<file path="src/rtl/prog_loader.sv">
// prog_loader: framed byte-stream writer for the core's program-memory load port.
// Frame format: SYNC_BYTE, length L (1..2**ADDR_SIZE), L payload bytes, checksum C
// such that (sum of payload + C) mod 256 == 0. Payload byte k is written to ADDR k.
//
// Handshake: a byte moves on a rising clk edge where in_valid && in_ready are both
// high. The source holds in_data stable while in_valid is high and in_ready is low.
// in_ready drops only for the single DONE cycle.
module prog_loader #(
    parameter int         DATA_SIZE = 8,
    parameter int         ADDR_SIZE = 4,
    parameter logic [7:0] SYNC_BYTE = 8'hA5
) (
    input  logic                 clk,
    input  logic                 rstn,
    input  logic                 in_valid,
    input  logic [7:0]           in_data,
    output logic                 in_ready,
    input  logic                 abort,
    output logic                 W,
    output logic [ADDR_SIZE-1:0] ADDR,
    output logic [DATA_SIZE-1:0] DATA_WR,
    output logic                 OVERWRITE,
    output logic                 busy,
    output logic                 done,
    output logic                 err
);

    localparam int MAX_LEN = 1 << ADDR_SIZE;
    localparam int CW      = ADDR_SIZE + 1;   // wide enough to hold MAX_LEN itself

    // A failed length or checksum is reported and the FSM returns to IDLE on the
    // same edge, so the error condition needs no state of its own.
    typedef enum logic [2:0] {
        S_IDLE,
        S_LEN,
        S_DATA,
        S_CSUM,
        S_DONE
    } state_t;

    state_t        state;
    logic [CW-1:0] idx;
    logic [CW-1:0] len;
    logic [7:0]    sum;
    logic          accept;

    assign accept    = in_valid && in_ready;
    assign OVERWRITE = busy;

    // Frame FSM with registered write port, status flags and ready.
    always_ff @(posedge clk or negedge rstn) begin
        if (!rstn) begin
            state    <= S_IDLE;
            idx      <= '0;
            len      <= '0;
            sum      <= '0;
            in_ready <= 1'b1;
            W        <= 1'b0;
            ADDR     <= '0;
            DATA_WR  <= '0;
            busy     <= 1'b0;
            done     <= 1'b0;
            err      <= 1'b0;
        end else begin
            W    <= 1'b0;
            done <= 1'b0;
            if (abort && state != S_IDLE) begin
                // Abort wins over any byte offered this cycle; no write is issued.
                state    <= S_IDLE;
                err      <= 1'b1;
                busy     <= 1'b0;
                in_ready <= 1'b1;
            end else begin
                case (state)
                    S_IDLE: begin
                        if (accept && in_data == SYNC_BYTE) begin
                            state <= S_LEN;
                            err   <= 1'b0;
                            busy  <= 1'b1;
                            idx   <= '0;
                            sum   <= '0;
                        end
                    end
                    S_LEN: begin
                        if (accept) begin
                            if (in_data == 8'h00 || int'(in_data) > MAX_LEN) begin
                                state <= S_IDLE;
                                err   <= 1'b1;
                                busy  <= 1'b0;
                            end else begin
                                len   <= in_data[CW-1:0];
                                state <= S_DATA;
                            end
                        end
                    end
                    S_DATA: begin
                        if (accept) begin
                            W       <= 1'b1;
                            ADDR    <= idx[ADDR_SIZE-1:0];
                            DATA_WR <= in_data[DATA_SIZE-1:0];
                            idx     <= idx + CW'(1);
                            sum     <= sum + in_data;
                            if (idx + CW'(1) == len) begin
                                state <= S_CSUM;
                            end
                        end
                    end
                    S_CSUM: begin
                        if (accept) begin
                            busy <= 1'b0;
                            if (8'(sum + in_data) == 8'h00) begin
                                state    <= S_DONE;
                                done     <= 1'b1;
                                in_ready <= 1'b0;
                            end else begin
                                state <= S_IDLE;
                                err   <= 1'b1;
                            end
                        end
                    end
                    S_DONE: begin
                        state    <= S_IDLE;
                        in_ready <= 1'b1;
                    end
                    default: begin
                        state    <= S_IDLE;
                        in_ready <= 1'b1;
                        busy     <= 1'b0;
                    end
                endcase
            end
        end
    end

endmodule

</file>
<file path="config.mk">
export PLATFORM = sky130hd
export DESIGN_NAME = prog_loader
export DESIGN_NICKNAME = d
export VERILOG_FILES = /design/src/rtl/prog_loader.sv
export SDC_FILE = /design/constraint.sdc
export NUM_CORES = 1
export LEC_CHECK = 0
export ABC_AREA = 1
export BUFFER_PORTS_ARGS = -buffer_cell sky130_fd_sc_hd__buf_2
export CELL_PAD_IN_SITES_DETAIL_PLACEMENT = 1
export CELL_PAD_IN_SITES_GLOBAL_PLACEMENT = 1
export CORE_UTILIZATION = 42
export CTS_CLUSTER_SIZE = 8
export DETAILED_ROUTE_END_ITERATION = 6
export HOLD_SLACK_MARGIN = 0.05
export PLACE_DENSITY_LB_ADDON = 0.05
export SYNTH_ARGS = -nofsm -noshare
export SYNTH_HDL_FRONTEND = slang
export SYNTH_SLANG_ARGS = --single-unit
</file>
<file path="constraint.sdc">
create_clock -name clk -period 2.3 [get_ports clk]
set_clock_uncertainty 0.05 [all_clocks]
set_input_delay 0.23 -clock clk [delete_from_list [all_inputs] [get_ports clk]]
set_output_delay 0.23 -clock clk [all_outputs]
set_load 0.01 [all_outputs]
</file>
# [Word level (Yosys, flattened, before mapping)]
# Index checks and enable logic that the tools add are counted.
[word_totals] inputBits=12 wordCells=92 output_inout_bits=18 regBits=38
[classes] n_eq_ne=18 add_sub_neg=2 n_reduce_logical=19 n_mux=39 bitwise=2 n_lt_le_gt_ge=1
[op_table] operator="inequality test 3 bit, second input constant" count=8
[op_table] operator="2-to-1 mux 1 bit" count=21
[op_table] operator="2-to-1 mux 3 bit" count=7
[op_table] operator="logical NOT 8 bit" count=2
[op_table] operator="2-to-1 mux 8 bit" count=2
[op_table] operator="case mux 8 bit (2 select lines)" count=1
[op_table] operator="case mux 3 bit (4 select lines)" count=1
[op_table] operator="2-to-1 mux 5 bit" count=2
[op_table] operator="case mux 5 bit (2 select lines)" count=1
[op_table] operator="AND reduction 5 bit" count=2
[op_table] operator="adder 8 bit" count=1
[op_table] operator="equality test 8 bit, second input constant" count=1
[op_table] operator="> comparator 8 x 5 -> 1 bit, second input constant" count=1
[op_table] operator="AND reduction 4 bit" count=2
[op_table] operator="equality test 3 x 2 -> 1 bit, second input constant" count=2
[op_table] operator="AND reduction 3 bit" count=2
[op_table] operator="AND reduction 6 bit" count=1
[op_table] operator="adder 5 x 1 -> 5 bit, second input constant" count=1
[op_table] operator="equality test 5 bit" count=1
[op_table] operator="inequality test 2 x 1 -> 1 bit, second input constant" count=2
[op_table] operator="inequality test 2 bit, second input constant" count=2
[op_table] operator="case mux 1 bit (4 select lines)" count=1
[op_table] operator="nonzero test 4 bit" count=1
[op_table] operator="equality test 3 x 1 -> 1 bit, second input constant" count=1
[op_table] operator="12 further kinds" count=15

# [Logic depth before layout (Yosys ltp)]
[logic_depth] depth_word=6 mapped_depth=13 depth_no_buf=13

# [Worst setup path before layout]
# OpenSTA, ideal clock, no wires.
[synth_path] path_type="reg-to-reg" startpoint="register sum[0]" endpoint="register err" t_arrival_ps=1720 n_path_buf=0 required_time_ps=2133 path_stages_with_launch=13 path_slack_ps=413 setup_ps=117 period_less_slack_ps=1887 cell_sequence="dfrtp_1 ha_1 fa_1 nand2_1 nand2_1 nand3_1 nand2_1 nand2_1 nand2_1 nor2_1 nand3_1 nand3_1 nand2_1"
[synth_via] elab_chain_cells=4
[synth_lines] element="start: declaration" line_no="44" text="logic [7:0] sum;"
[synth_lines] element="start signal: assignment" line_no="102" text="sum <= sum + in_data;"
[synth_lines] element="adder 8 bit" line_no="111" text="if (8'(sum + in_data) == 8'h00) begin"
[synth_lines] element="logical NOT 8 bit" line_no="111"
[synth_lines] element="inequality test 3 bit (no source line)"
[synth_lines] element="AND reduction 6 bit (no source line)"
[synth_lines] element="end signal: assignment" line_no="78" text="err <= 1'b0;"
[synth_lines] element="end signal: assignment" line_no="88" text="err <= 1'b1;"
[synth_lines] element="end signal: assignment" line_no="117" text="err <= 1'b1;"
[synth_lines] element="end: declaration" line_no="25" text="output logic err"
# No other way between the ends.
# A chain may end at the register's enable or synchronous reset.

# [Final worst setup path]
# Same ends and word-level chain as after synthesis.

==> flow_summary.toml <==
[critical_path]
critPathRequiredTime_ps = 2440
critPathLaunchType = "flip-flop"
reg2reg_depth = 12
cp_common_cell = "nand2_1"
cpLargestDelayFamily = "simple AND/OR/NAND/NOR gates"
endpoint_kind = "flip-flop"
rrSetupSlack_ps = 220
crit_type = "reg -> reg"
path_cells = "ha_1 -> fa_1 -> nand2_1 -> nand2_1 -> nand3_1 -> nand2_1 -> nand2_1 -> nand2_1 -> nor2_1 -> nand3_2 -> nand3_1 -> nand2_1"
crit_path_top_delay_cell = "fa_1"
slowest_delay_ps = 420
cp_max_fo = 4
critPathArrivalTime_ps = 2230
cp.depth = 12
crit_buf_inv = 0

[outcome]
status = "finished clean"

[die]
row_count = 26
die_h_um = 74.7
core_area_sq_mm = 0.00511
die_x_um = 74.7
die_area_sq_mm = 0.00558
ioPinCount = 30
start_util_pct = 43.5

[global_routing]
groute.usage.overall_pct = 22.2
met1_usage_pct = 28.8
grt_overflow = 0
grt_max_degree = 39
grt_pass1_wl_um = 9200
gr-usage-met3_pct = 4.02
use_met2_pct = 38.1
antenna_found_initial = 0
grt_pass1_vias = 1957
grt_busiest_layer = "met2"

[route]
firstDrtPassIters = 4
drtIter0Drc = 48
routedWlPerCell_um = 13.6
finalWirelength_um = 5460
drcViolationCount = 0
vias = 1967
antenna_left = 0
vias_per_cell = 4.89

[finish]
multi_input_area_sq_mm = 0.00108
drive_above_1_share_pct = 18.7
final.fill_count = 699
ff_latch_area_sq_um = 952
fin_nets = 352
layout.cells.non_filler = 402
areaGrowthSynthToFinish_pct = 15.3
n_antenna_cell = 0

[sta]
finalHoldViolCount = 0
relSlewSlack_pct = 42.5
post-route-period-util_pct = 90.5
setup_violations = 0
fin_ws_ps = 218
whs_ps = 146
fmax_mhz = 480
worst-slew-pin-transition_ps = 863
finalCriticalPeriod_ps = 2080
drv_slew = 0

[place]
place_hpwl_um = 4140
place_inst = 393
portBuffers = 29
gp_congestion = 0.828
dp_slack_ps = 217

[yosys]
synth_cell_types = 29
netlist_instances = 295
yosysTopAreaCellShare_pct = 41.7
ys.warnings.count = 0
ys_ff_latch = 38
yosys-top-cells-area = "dfrtp_1, nand2_1, inv_1, nand3_1, ha_1"
syn_area_sq_mm = 0.00222
avgSynthCellArea_sq_um = 7.53
syn-num-nets = 316
ys_seq_area_share_pct = 42.9
synth.largest_area_cell = "dfrtp_1"

[min_path]
hold_class = "in -> reg"
whs_path_depth = 3

[power_and_ir_drop]
powerDensity_mw_per_mm2 = 930
p_leak_nw = 1.40
peakVddDrop_mv = 0.352

[clocking]
clock-sinks = 38
postCtsSetupBuffers = 0
cts-htree-levels = 2
cts_buffers = 5
cts.clk_slew.worst_paths_ps = 80
tritoncts = "built"
cts-root-buf = "clkbuf_8"
clk-insertion-delay-late_ps = 300
clockBufferDepth = 2

[job]
max_cap_viol_count = 0
[logic make-up (layout without fill, tap and decap cells)]
group | after synthesis | after routing | synth area share (%)
XOR/XNOR | 3 | 3 | 1.18
adder cells (fa/ha/maj) | 9 | 9 | 5.41
buffers and inverters | 47 | 84 | 8.51
flip-flops | 38 | 38 | 42.9
AND/OR/NAND/NOR | 161 | 161 | 32.2
AO/OA/AOI/OAI | 37 | 37 | 9.86
[worst paths after layout]
| path | from | end |
|---|---|---|
| max in group asynchronous | rstn | DATA_WR[7] |
| setup / recovery | sum[0] | err |
| setup reg to reg | sum[0] | err |
| min in group asynchronous | rstn | DATA_WR[6] |
| hold / removal | in_data[6] | DATA_WR[6] |
| hold reg to reg | err | err |
[tightest hold or removal path: stages]
cell	delay, ps
buf_2	130
nand2_1	60
nand2_1	50
[metrics by stage]
stage	util (%)	cell area (sq um)	setup TNS, ps	power [mW]
6_report	50.1	2560	0	2.38
5_1_grt	50.1	2560	-6.88	2.59
4_1_cts	50.0	2550	0	2.41
3_5_place_dp	48.0	2450	0	1.91
3_3_place_gp	48.0	2450	0	1.88
2_1_floorplan	-	2220	0	1.62
[cell usage after synthesis]
library cell  count
nor2_4            3
ha_1              8
inv_1            40
clkinv_1          1
xnor2_1           2
nor2_1           17
or2_2             1
o21ai_2           6
dfstp_2           1
nand3b_1          2
nand2_1          97
nand3_1          25
nand2_2           6
a21oi_2           1
xor2_1            1
o21ai_1           1
nand3_2           1
buf_2             3
nand4_1           6
o22ai_1           4
fa_1              1
nand2_4           1
o21ai_0          17
o211ai_1          1
inv_4             2
nor3_1            2
dfrtp_1          37
a21oi_1           7
buf_4             1
[cell type report]
| type | instances | area share (%) |
|---|---|---|
| Multi-Input combinational cell | 210 | 42.4 |
| Tap cell | 70 | 3.42 |
| Clock inverter | 1 | 0.196 |
| Sequential cell | 38 | 37.2 |
| Clock buffer | 7 | 3.37 |
| Inverter | 43 | 6.50 |
| Timing Repair Buffer | 33 | 6.94 |
[registers in the layout, summed over array words and instances, names as in the netlist]
name,count
err,1
ADDR,4
OVERWRITE,1
done,1
in_ready,1
DATA_WR,8
sum,8
idx,5
W,1
len,5
state,3
[power breakdown]
group	leakage, nW	total, mW	switching (mW)	internal (mW)
clock	0.0482	0.489	0.247	0.242
combinational	0.843	0.932	0.577	0.355
sequential	0.510	0.960	0.119	0.841
total	1.40	2.38	0.942	1.44
[layout by cell type, fill, tap and decap left out, types with 7 or more instances in the layout]
| master | synthesis | routed |
|---|---|---|
| nand2_1 | 97 | 97 |
| inv_1 | 40 | 40 |
| dfrtp_1 | 37 | 37 |
| buf_2 | 3 | 29 |
| nand3_1 | 25 | 24 |
| nor2_1 | 17 | 17 |
| o21ai_0 | 17 | 17 |
| ha_1 | 8 | 8 |
| a21oi_1 | 7 | 7 |
[metal layers]
layer	part of all wire, %	wire (um)	vias to the layer above
met4	1.3	69	0
met3	2.2	119	8
met2	49	2690	26
met5	0	0	-
li1	-	-	1005
met1	47	2580	928
[timing repair]
| action | CTS | global route |
|---|---|---|
| hold buffers | 1 | 0 |
| setup endpoints to repair | 0 | 1 |
| hold endpoints to repair | 37 | 0 |
| resized for setup | 0 | 1 |
Power figures use the tool's default switching activity.
